## config.mk

```make
export PLATFORM = sky130hd
export DESIGN_NAME = dmem_bus_bridge
export DESIGN_NICKNAME = d
export VERILOG_FILES = /design/src/rtl/dmem_bus_bridge.sv
export SDC_FILE = /design/constraint.sdc
export NUM_CORES = 1
export LEC_CHECK = 0
export BUFFER_PORTS_ARGS = -buffer_cell sky130_fd_sc_hd__buf_2
export CAP_MARGIN = 20
export CORE_MARGIN = 1
export CORE_UTILIZATION = 25
export DETAILED_ROUTE_END_ITERATION = 6
export GPL_ROUTABILITY_DRIVEN = 0
export PLACE_DENSITY = 0.46
export SLEW_MARGIN = 0
export SYNTH_ARGS = -nofsm -noshare
export SYNTH_HDL_FRONTEND = slang
export SYNTH_SLANG_ARGS = --single-unit
```

## constraint.sdc

```tcl
create_clock -name clk -period 1.73 [get_ports clk]
set_input_delay 0.346 -clock clk [delete_from_list [all_inputs] [get_ports clk]]
set_output_delay 0.346 -clock clk [all_outputs]
set_load 0.02 [all_outputs]
```

## src/rtl/dmem_bus_bridge.sv

```systemverilog
// CPU data-memory port to valid/ready bus bridge: byte-lane alignment, stall, timeout.
// Define MISALIGN_CHECK_EN to reject lane-crossing accesses with cpu_err instead of truncating.
module dmem_bus_bridge #(
  parameter int ADDR_W      = 32,
  parameter int DATA_W      = 32,
  parameter int TIMEOUT_CYC = 255
) (
  input  logic              clk,
  input  logic              rst,
  input  logic [ADDR_W-1:0] cpu_addr,
  input  logic              cpu_read,
  input  logic [3:0]        cpu_write,
  input  logic [DATA_W-1:0] cpu_wdata,
  output logic [DATA_W-1:0] cpu_rdata,
  output logic              cpu_stall,
  output logic              cpu_err,
  output logic              bus_valid,
  input  logic              bus_ready,
  output logic [ADDR_W-1:0] bus_addr,
  output logic [3:0]        bus_we,
  output logic [DATA_W-1:0] bus_wdata,
  input  logic              bus_rvalid,
  input  logic [DATA_W-1:0] bus_rdata
);

  localparam int CNT_W = $clog2(TIMEOUT_CYC + 1);

  typedef enum logic [1:0] {
    S_IDLE   = 2'd0,
    S_REQ    = 2'd1,
    S_WAIT_R = 2'd2,
    S_DONE   = 2'd3
  } state_e;

  state_e              state_q, state_d;
  logic [ADDR_W-3:0]   addr_q, addr_d;
  logic [3:0]          we_q, we_d;
  logic [DATA_W-1:0]   wdata_q, wdata_d;
  logic [1:0]          off_q, off_d;
  logic                wr_q, wr_d;
  logic [CNT_W-1:0]    cnt_q, cnt_d;
  logic [DATA_W-1:0]   rdata_q, rdata_d;
  logic                err_q, err_d;
  logic                valid_q, valid_d;

  logic                req_s;
  logic [1:0]          off_s;
  logic                misalign_s;
  logic                timeout_s;
  logic [CNT_W-1:0]    cnt_inc_s;

  assign req_s     = cpu_read | (|cpu_write);
  assign off_s     = cpu_addr[1:0];
  assign timeout_s = (cnt_q >= CNT_W'(TIMEOUT_CYC - 1));
  assign cnt_inc_s = (cnt_q == CNT_W'(TIMEOUT_CYC)) ? cnt_q : cnt_q + CNT_W'(1);

`ifdef MISALIGN_CHECK_EN
  // A write crosses lane 3 when any enable sits above bit (3-off); loads count as words.
  assign misalign_s = (|cpu_write) ? (|(cpu_write & ~(4'hF >> off_s)))
                                   : (cpu_read & (off_s != 2'd0));
`else
  assign misalign_s = 1'b0;
`endif

  // Stall is gated by reset so a held request cannot stall the CPU while the bridge is in reset.
  assign cpu_stall = rst & (((state_q == S_IDLE) & req_s) |
                            (state_q == S_REQ) | (state_q == S_WAIT_R));

  assign cpu_rdata = rdata_q;
  assign cpu_err   = err_q;
  assign bus_valid = valid_q;
  assign bus_addr  = {addr_q, 2'b00};
  assign bus_we    = we_q;
  assign bus_wdata = wdata_q;

  always_comb begin
    state_d = state_q;
    addr_d  = addr_q;
    we_d    = we_q;
    wdata_d = wdata_q;
    off_d   = off_q;
    wr_d    = wr_q;
    cnt_d   = cnt_q;
    rdata_d = rdata_q;
    err_d   = 1'b0;
    valid_d = valid_q;
    case (state_q)
      S_IDLE: begin
        if (req_s) begin
          addr_d = cpu_addr[ADDR_W-1:2];
          off_d  = off_s;
          wr_d   = |cpu_write;
          if (misalign_s) begin
            state_d = S_DONE;
            err_d   = 1'b1;
            rdata_d = '0;
            valid_d = 1'b0;
          end else begin
            state_d = S_REQ;
            valid_d = 1'b1;
            cnt_d   = '0;
            // Write wins over a simultaneous read; a pure read drives zero enables.
            if (|cpu_write) begin
              we_d    = cpu_write << off_s;
              wdata_d = cpu_wdata << {off_s, 3'b000};
            end else begin
              we_d    = 4'b0000;
              wdata_d = '0;
            end
          end
        end else begin
          state_d = S_IDLE;
        end
      end
      S_REQ: begin
        if (bus_ready) begin
          valid_d = 1'b0;
          cnt_d   = cnt_inc_s;
          state_d = wr_q ? S_DONE : S_WAIT_R;
        end else if (timeout_s) begin
          valid_d = 1'b0;
          err_d   = 1'b1;
          rdata_d = '0;
          state_d = S_DONE;
        end else begin
          cnt_d = cnt_inc_s;
        end
      end
      S_WAIT_R: begin
        if (bus_rvalid) begin
          rdata_d = bus_rdata >> {off_q, 3'b000};
          state_d = S_DONE;
        end else if (timeout_s) begin
          err_d   = 1'b1;
          rdata_d = '0;
          state_d = S_DONE;
        end else begin
          cnt_d = cnt_inc_s;
        end
      end
      S_DONE: begin
        state_d = S_IDLE;
      end
      default: begin
        state_d = S_IDLE;
        valid_d = 1'b0;
      end
    endcase
  end

  // State and registered outputs; reset discards any in-flight access.
  always_ff @(posedge clk or negedge rst) begin
    if (!rst) begin
      state_q <= S_IDLE;
      addr_q  <= '0;
      we_q    <= 4'b0000;
      wdata_q <= '0;
      off_q   <= 2'b00;
      wr_q    <= 1'b0;
      cnt_q   <= '0;
      rdata_q <= '0;
      err_q   <= 1'b0;
      valid_q <= 1'b0;
    end else begin
      state_q <= state_d;
      addr_q  <= addr_d;
      we_q    <= we_d;
      wdata_q <= wdata_d;
      off_q   <= off_d;
      wr_q    <= wr_d;
      cnt_q   <= cnt_d;
      rdata_q <= rdata_d;
      err_q   <= err_d;
      valid_q <= valid_d;
    end
  end

endmodule

```

Word-level counts from Yosys, hierarchy flattened:

Cells that the tools add are included.

* flip-flop bits (word level): 113
* logic and storage cells: 63

* order comparisons: 1
* shift operators: 3
* reduce and logical (&&, ||, !) cells: 9
* mux-type cells: 26
* bitwise logic cells: 5
* add/sub/neg operators: 1
* equality and inequality tests: 8

Operators with widths (count)
* $mux 32: 4
* $pmux 32 s2: 1
* $mux 8: 5
* $shl 32x5->32: 1
* $shr 32x5->32: 1
* $pmux 8 s3: 1
* $add 8x1->8 const B: 1
* $eq 8x8->1 const B: 1
* $ge 8x8->1 const B: 1
* $mux 1: 8
* $pmux 2 s4: 1
* $mux 2: 3
* $ne 2x2->1 const B: 3
* $reduce_and 3->1: 2
* $eq 2x2->1 const B: 2
* $mux 4: 1
* $pmux 1 s2: 2
* $reduce_and 2->1: 2
* $reduce_bool 2->1: 2
* $reduce_or 4->1: 1
* $shl 4x2->4: 1
* $ne 3x3->1 const B: 1
* $or 1x1->1: 3
* $reduce_bool 3->1: 1
* other kinds (3): 4

Depth between registers and ports, before layout:

Gate-level depths: netlist of the first run.

* word-level depth: 6
* gate-level depth with buffers: 9
* depth with buffers taken out: 7

Worst setup path after synthesis of the first run:

OpenSTA, ideal clock, no wires.

* path type: reg2out
* from: register state_q[0]
* to: output cpu_stall
* path buffers: 2
* cell stages (with the launch flop): 7
* arrival: 1.627 ns
* slack: -0.243 ns
* path through: dfrtp_1 -> inv_1 -> ha_1 -> nand2b_1 -> buf_6 -> buf_4 -> a21boi_0

* cells in the longest elaborated chain, start to end: 5

Ends and longest elaborated chain
* start, declared: RTL line 35 `state_e state_q, state_d;`
* start signal, assigned: RTL line 165 `state_q <= state_d;`
* $logic_not 2->1: RTL line 66 `assign cpu_stall = rst & (((state_q == S_IDLE) & req_s) |`
* $and 1x1->1: RTL line 66
* $or 1x1->1: RTL line 66
* $or 1x1->1 (*): RTL line 67 `(state_q == S_REQ) | (state_q == S_WAIT_R));`
* $and 1x1->1 (*): RTL line 66
* end, declared: RTL line 15 `output logic cpu_stall,`

Mark *: on every way between the ends. The rest lies on a longest branch, timed or not.

Worst setup path in the final report of the first run:

* from: register state_q[1]
* to: output cpu_stall

The elaborated chain is that of the path after synthesis.

==> results.md, run 1 <==
* Slew @ Worst Pin at 774 ps
* Area after DPL at 7270 um^2
* Cell variety after synth at 56
* Worst skew pair latency at about 410 ps
* Worst path required time at around 1400 ps
* Post-synth EDFFs at 0
* Initial antenna violation count at 1
* Port bufs at 205
* Setup crit end: cpu_stall
* Outcome: finished with violations
* Die ar. at 23000 um^2
* CTS tree: yes
* Post-route antenna net violation count at 0
* Avg WL per Cell at 17.9 um
* Area of the mapped netlist at 5610 um^2
* Clock skew at 7.89 ps
* Peak supply drop at 766 uV
* Total CTS buffers at 17
* Mapped Cells at 497
* Setup TNS at -6870 ps
* Synth Warn # at 0
* Initial DRC Count at 216
* Area contributors post-synth: dfrtp_1 50%, mux2_1 6.4%, mux2i_1 6.2%, a22o_1 5.2%, nand2_1 4.1%
* Top_reg_cell synth: dfrtp_1
* Synth cell count leaders: 113 x dfrtp_1, 62 x nand2_1, 43 x o21ai_0, 35 x mux2i_1, 33 x a22o_1
* Pre-Repair DR Iteration Count at 4
* Crit path capture type: output port
* CP Launch Point: state_q[1]
* Final period util at 113%
* Max-slew violations at 0
* Placed insts at 1006
* Total number of vias at 5092
* Share of cells above drive strength 1 at 49.4%
* Failing checks: hold timing, setup timing
* Rows at 54
* Max-cap violations at 0
* Final Hold Viols at 3
* Initial Util at 25.6%
* Chip width at about 150 um
* Worst hold path type: in2async
* Register area share after synthesis at 50.4%
* Leak Pwr at 4.41 nW
* Reg-to-Reg End: bus_wdata[7]
* Hold-fix buffer count after cts at 0
* Crit Path Class: reg2out
* First-pass GRT wire length at 27100 um
* Count leader, synth: dfrtp_1
* CTS clk-pin slew, worst paths at 50 ps
* Yosys reg bits at 113
* Final worst slack at -229 ps
* CP arrival at 1610 ps
* # clock sinks at ~110
* Area growth from synthesis to layout at 54.0%
* FF-to-FF setup slack at -130 ps
* Layout Nets at ~890
* Post-synth top area cell: dfrtp_1
* Largest net degree at the start of global routing at 114
* R2R cell count at 10
* Post-synthesis async set-or-reset flop share at 100%
* Setup violations, final at roughly 100
* Hold slack at -2.54 ps
* Period minus WS final at roughly 2000 ps
* Post-route DRC at 0
* Pre-CTS setup slack at -210 ps
* Max clock buf depth at 2
* Critical path startpoint category: flip-flop
* CTS root buf: clkbuf_16
* Post-synth top area share at between 50 and 60%
* Syn Area/Cell at ~11 um^2
* Fin cells at 1069
* Vias in the first global route at 5164
* Die height at 152 um
* Drt total wl at 19200 um
* Fmax at between 500 and 600 MHz
* Total grt overflow at 0
* RSZ-0062 raised after global routing: true
* Power Density at between 1500 and 2000 nW/um^2
* Final instance area at 8640 um^2
* Reg-to-reg startpoint: state_q[1]
* GRT Overall Usage at roughly 16%
* Slew HR at 48.3%
* Max FO, Critical Path at 2
* Core box area at between 20000 and 25000 um^2
* Layout fillers at 2188
* Final Core Density at 39.4%
* IO Pins at ~210
* H-tree depth at 4
* Post-DP HPWL at 13100 um
* Routed vias/inst at 4.76
==> worst min-delay path by stage <==
stage	endpoint	slack, ps	depth (start not counted)
after floorplan	addr_q[0]	50	0
after global placement	bus_wdata[11]	460	2
after detailed placement	bus_wdata[11]	470	2
after CTS	bus_wdata[13]	80	2
after global routing	bus_wdata[13]	90	2
final	bus_we[1]	-3	2
==> routing by layer <==
metal / wire, um / share of wire (%) / up-vias / global-route usage [%]
met5: 0 / 0 / - / 0
met4: 248 / 1.3 / 0 / 5.50
met3: 1560 / 8.1 / 19 / 5.48
met2: 9040 / 47 / 201 / 25.2
met1: 8330 / 43 / 2486 / 19.0
li1: - / - / 2386 / -
==> registers in the layout, indices dropped and copies added, names as in the netlist <==
signal and cells:
cnt_q 8, cpu_err 1, addr_q 30, bus_valid 1, bus_wdata 32, bus_we 4
wr_q 1, cpu_rdata 32, state_q 2, off_q 2
==> cell families (layout without fill, tap and decap cells) <==
logic type	Yosys count	after routing	synth area share, %
AND/OR/NAND/NOR	122	122	10.6
adder cells (fa/ha/maj)	7	7	1.56
AO/OA/AOI/OAI	143	143	19.6
other	1	3	0.0669
multiplexers	67	67	12.7
XOR/XNOR	2	2	0.312
buffers and inverters	42	332	4.73
flip-flops	113	113	50.4
==> worst max-delay path, stage by stage, from the launching register on <==
cell      delay [ps]
dfrtp_1          410
buf_6            140
ha_4             150
buf_6            110
nor2_4           100
buf_6            120
a21boi_4          50
buf_6            130
==> layout by cell type, fill, tap and decap left out, types with 3 or more instances in the layout <==
master,netlist,layout
buf_2,8,203
dfrtp_1,113,113
nand2_1,62,61
buf_4,6,61
mux2i_1,35,35
o21ai_0,43,33
a22o_1,33,33
mux2_4,0,32
clkbuf_16,0,25
nor2b_1,22,21
a211o_1,17,17
a32o_1,17,17
nor2_1,16,11
buf_6,4,11
o21ai_1,0,9
buf_12,0,9
a21oi_1,8,7
buf_8,3,5
nand3_1,4,4
nor3_1,4,4
ha_1,7,4
bufinv_16,0,4
nor2_4,0,3
o211a_1,3,3
clkinv_2,0,3
==> repair_timing <==
item,CTS,global route
pin swaps,8,14
gates resized for setup,31,66
gates cloned,0,11
buffers inserted,12,8
endpoints found under the setup margin,49,111
==> report_power, final <==
group / switching (mW) / internal (mW)
combinational: 4.38 / 4.08
sequential: 0.645 / 3.78
clock: 1.25 / 2.47
total: 6.28 / 10.3
==> metrics by stage <==
stage	total power [mW]	hold slack [ps]
after global placement	11.0	462
after detailed placement	11.1	470
final	16.6	-2.54
after global routing	17.6	89.0
after CTS	15.4	80.3
after floorplan	8.55	50.4
==> area by class of cell <==
type	instances	area [um^2]	area share, %
flip-flops and latches	113	2830	32.7
multi-input cells	343	2770	32.0
repair buffers	297	2050	23.8
clock buffers	21	460	5.33
well taps	280	350	4.06
clock inverters	10	159	1.84
inverters	4	15.0	0.174
diodes	1	2.50	0.0290
Power figures use the tool's default switching activity.
==> inputs of run 2 (changes only) <==
Settings changed: RECOVER_POWER set to 100.
==> results.md, run 2 (same netlist as run 1, synthesis figures left out) <==
* Area growth from synthesis to layout at 51.3%
* Multi-input gate area at 2760 um^2
* Fmax at 510 MHz
* Final instance area at 8490 um^2
* Pre-Repair DR Iteration Count at 4
* GRT Overall Usage at 15.6%
* Leak Pwr at 4.06 nW
* Critical path startpoint category: flip-flop
* Rows at 54
* Vias in the first global route at ~5200
* Die height at between 150 and 200 um
* Most frequent cells in the layout: 113 x dfrtp_1, 104 x clkbuf_1, 103 x buf_2
* Worst hold path type: in2reg
* IO Pins at 208
* CTS clk-pin slew, worst paths at ~60 ps
* # clock sinks at 113
* Total grt overflow at 0
* Worst path required time at 1380 ps
* CTS root buf: clkbuf_16
* Post-route antenna net violation count at 0
* Worst skew pair latency at ~410 ps
* Max-slew violations at ~110
* Final Core Density at 38.8%
* Crit path capture type: output port
* Max-cap violations at 1
* Initial DRC Count at 232
* Total number of vias at a little over 5000
* Largest net degree at the start of global routing at 114
* Slew @ Worst Pin at around 1600 ps
* Die ar. at 23000 um^2
* CP arrival at 1610 ps
* Post-DP HPWL at 13100 um
* Avg WL per Cell at between 15 and 20 um
* H-tree depth at 4
* Pre-CTS setup slack at -210 ps
* Final worst slack at -229 ps
* Area after DPL at 7270 um^2
* Chip width at 152 um
* Outcome: finished with violations
* Setup TNS at -6860 ps
* Max FO, Critical Path at 2
* Period minus WS final at around 2000 ps
* Peak supply drop at roughly 770 uV
* Initial antenna violation count at 1
* Hold-fix buffer count after cts at 0
* Layout fillers at 2239
* Commonest non-fill, non-tap cell in the layout: dfrtp_1
* Final period util at 113%
* Post-route DRC at 0
* Share of cells above drive strength 1 at 36.4%
* Port bufs at 205
* Failing checks: capacitance limit, slew limit, setup timing
* Final Hold Viols at 0
* Max clock buf depth at 2
* Initial Util at 25.6%
* Crit Path Class: reg2out
* CTS tree: yes
* Drt total wl at about 19000 um
* Total CTS buffers at 17
* First-pass GRT wire length at 27100 um
* Reg area at 2830 um^2
* Slew HR at -8.89%
* RSZ-0062 raised after global routing: true
* Layout Nets at 888
* Clock skew at 7.59 ps
* Core box area at 21900 um^2
* Power Density at ~1900 nW/um^2
* Routed vias/inst at 4.78
* Setup violations, final at between 100 and 150
## run 2: cell count changes in the layout (fill, tap and decap cells not counted), sizes merged
| cell | delta |
|---|---|
| clkbuf | +103 |
| buf | -103 |
## run 2: power breakdown
part | internal, mW | switching, mW | total (mW)
combinational | 3.77 | 4.37 | 8.14
sequential | 3.78 | 0.676 | 4.45
clock | 2.47 | 1.25 | 3.73
total | 10.0 | 6.30 | 16.3
## run 2: per-stage QoR
stage | std cells | hold WS, ps | total power [mW]
2_1_floorplan | 498 | 50.4 | 8.55
3_3_place_gp | 1006 | 462 | 11.0
3_5_place_dp | 1006 | 470 | 11.1
4_1_cts | 1049 | 80.3 | 15.4
5_1_grt | 1068 | 151 | 17.3
6_report | 1069 | 164 | 16.3
## run 2: worst max-delay path, cell delays in order, from the launching register on
cell      delay (ps)
dfrtp_1          410
buf_6            140
ha_4             150
buf_6            110
nor2_4           100
buf_6            120
a21boi_4          50
buf_6            130
## run 2: what timing repair did
item | CTS | global route
pin swaps | 8 | 14
gates resized for setup | 31 | 66
endpoints found under the setup margin | 49 | 111
setup buffers | 12 | 8
cloned | 0 | 11
## run 2: routing by layer
layer / GRT usage, % / part of all wire [%] / vias up
li1: - / - / 2386
met1: 19.0 / 43 / 2488
met2: 25.2 / 47 / 216
met3: 5.48 / 8.3 / 17
met4: 5.50 / 1.2 / 0
met5: 0 / 0 / -
## run 2: path summary, 6_finish.rpt
check	start	endpoint	slack (ps)	cells after the start
worst max-delay path	state_q[1]	cpu_stall	-230	7
worst min-delay path	cpu_addr[27]	addr_q[25]	160	2
worst max register to register	state_q[1]	bus_wdata[7]	-130	10
worst min register to register	bus_wdata[11]	bus_wdata[11]	480	2
max in group asynchronous	rst	addr_q[6]	170	2
min in group asynchronous	rst	bus_we[1]	470	2
## run 2: area by class of cell
cell class | instances | area share (%)
Sequential cell | 113 | 33.3
Multi-Input combinational cell | 343 | 32.6
Timing Repair Buffer | 297 | 22.5
Clock buffer | 21 | 5.43
Tap cell | 280 | 4.13
Clock inverter | 10 | 1.87
Inverter | 4 | 0.177
Antenna cell | 1 | 0.0295
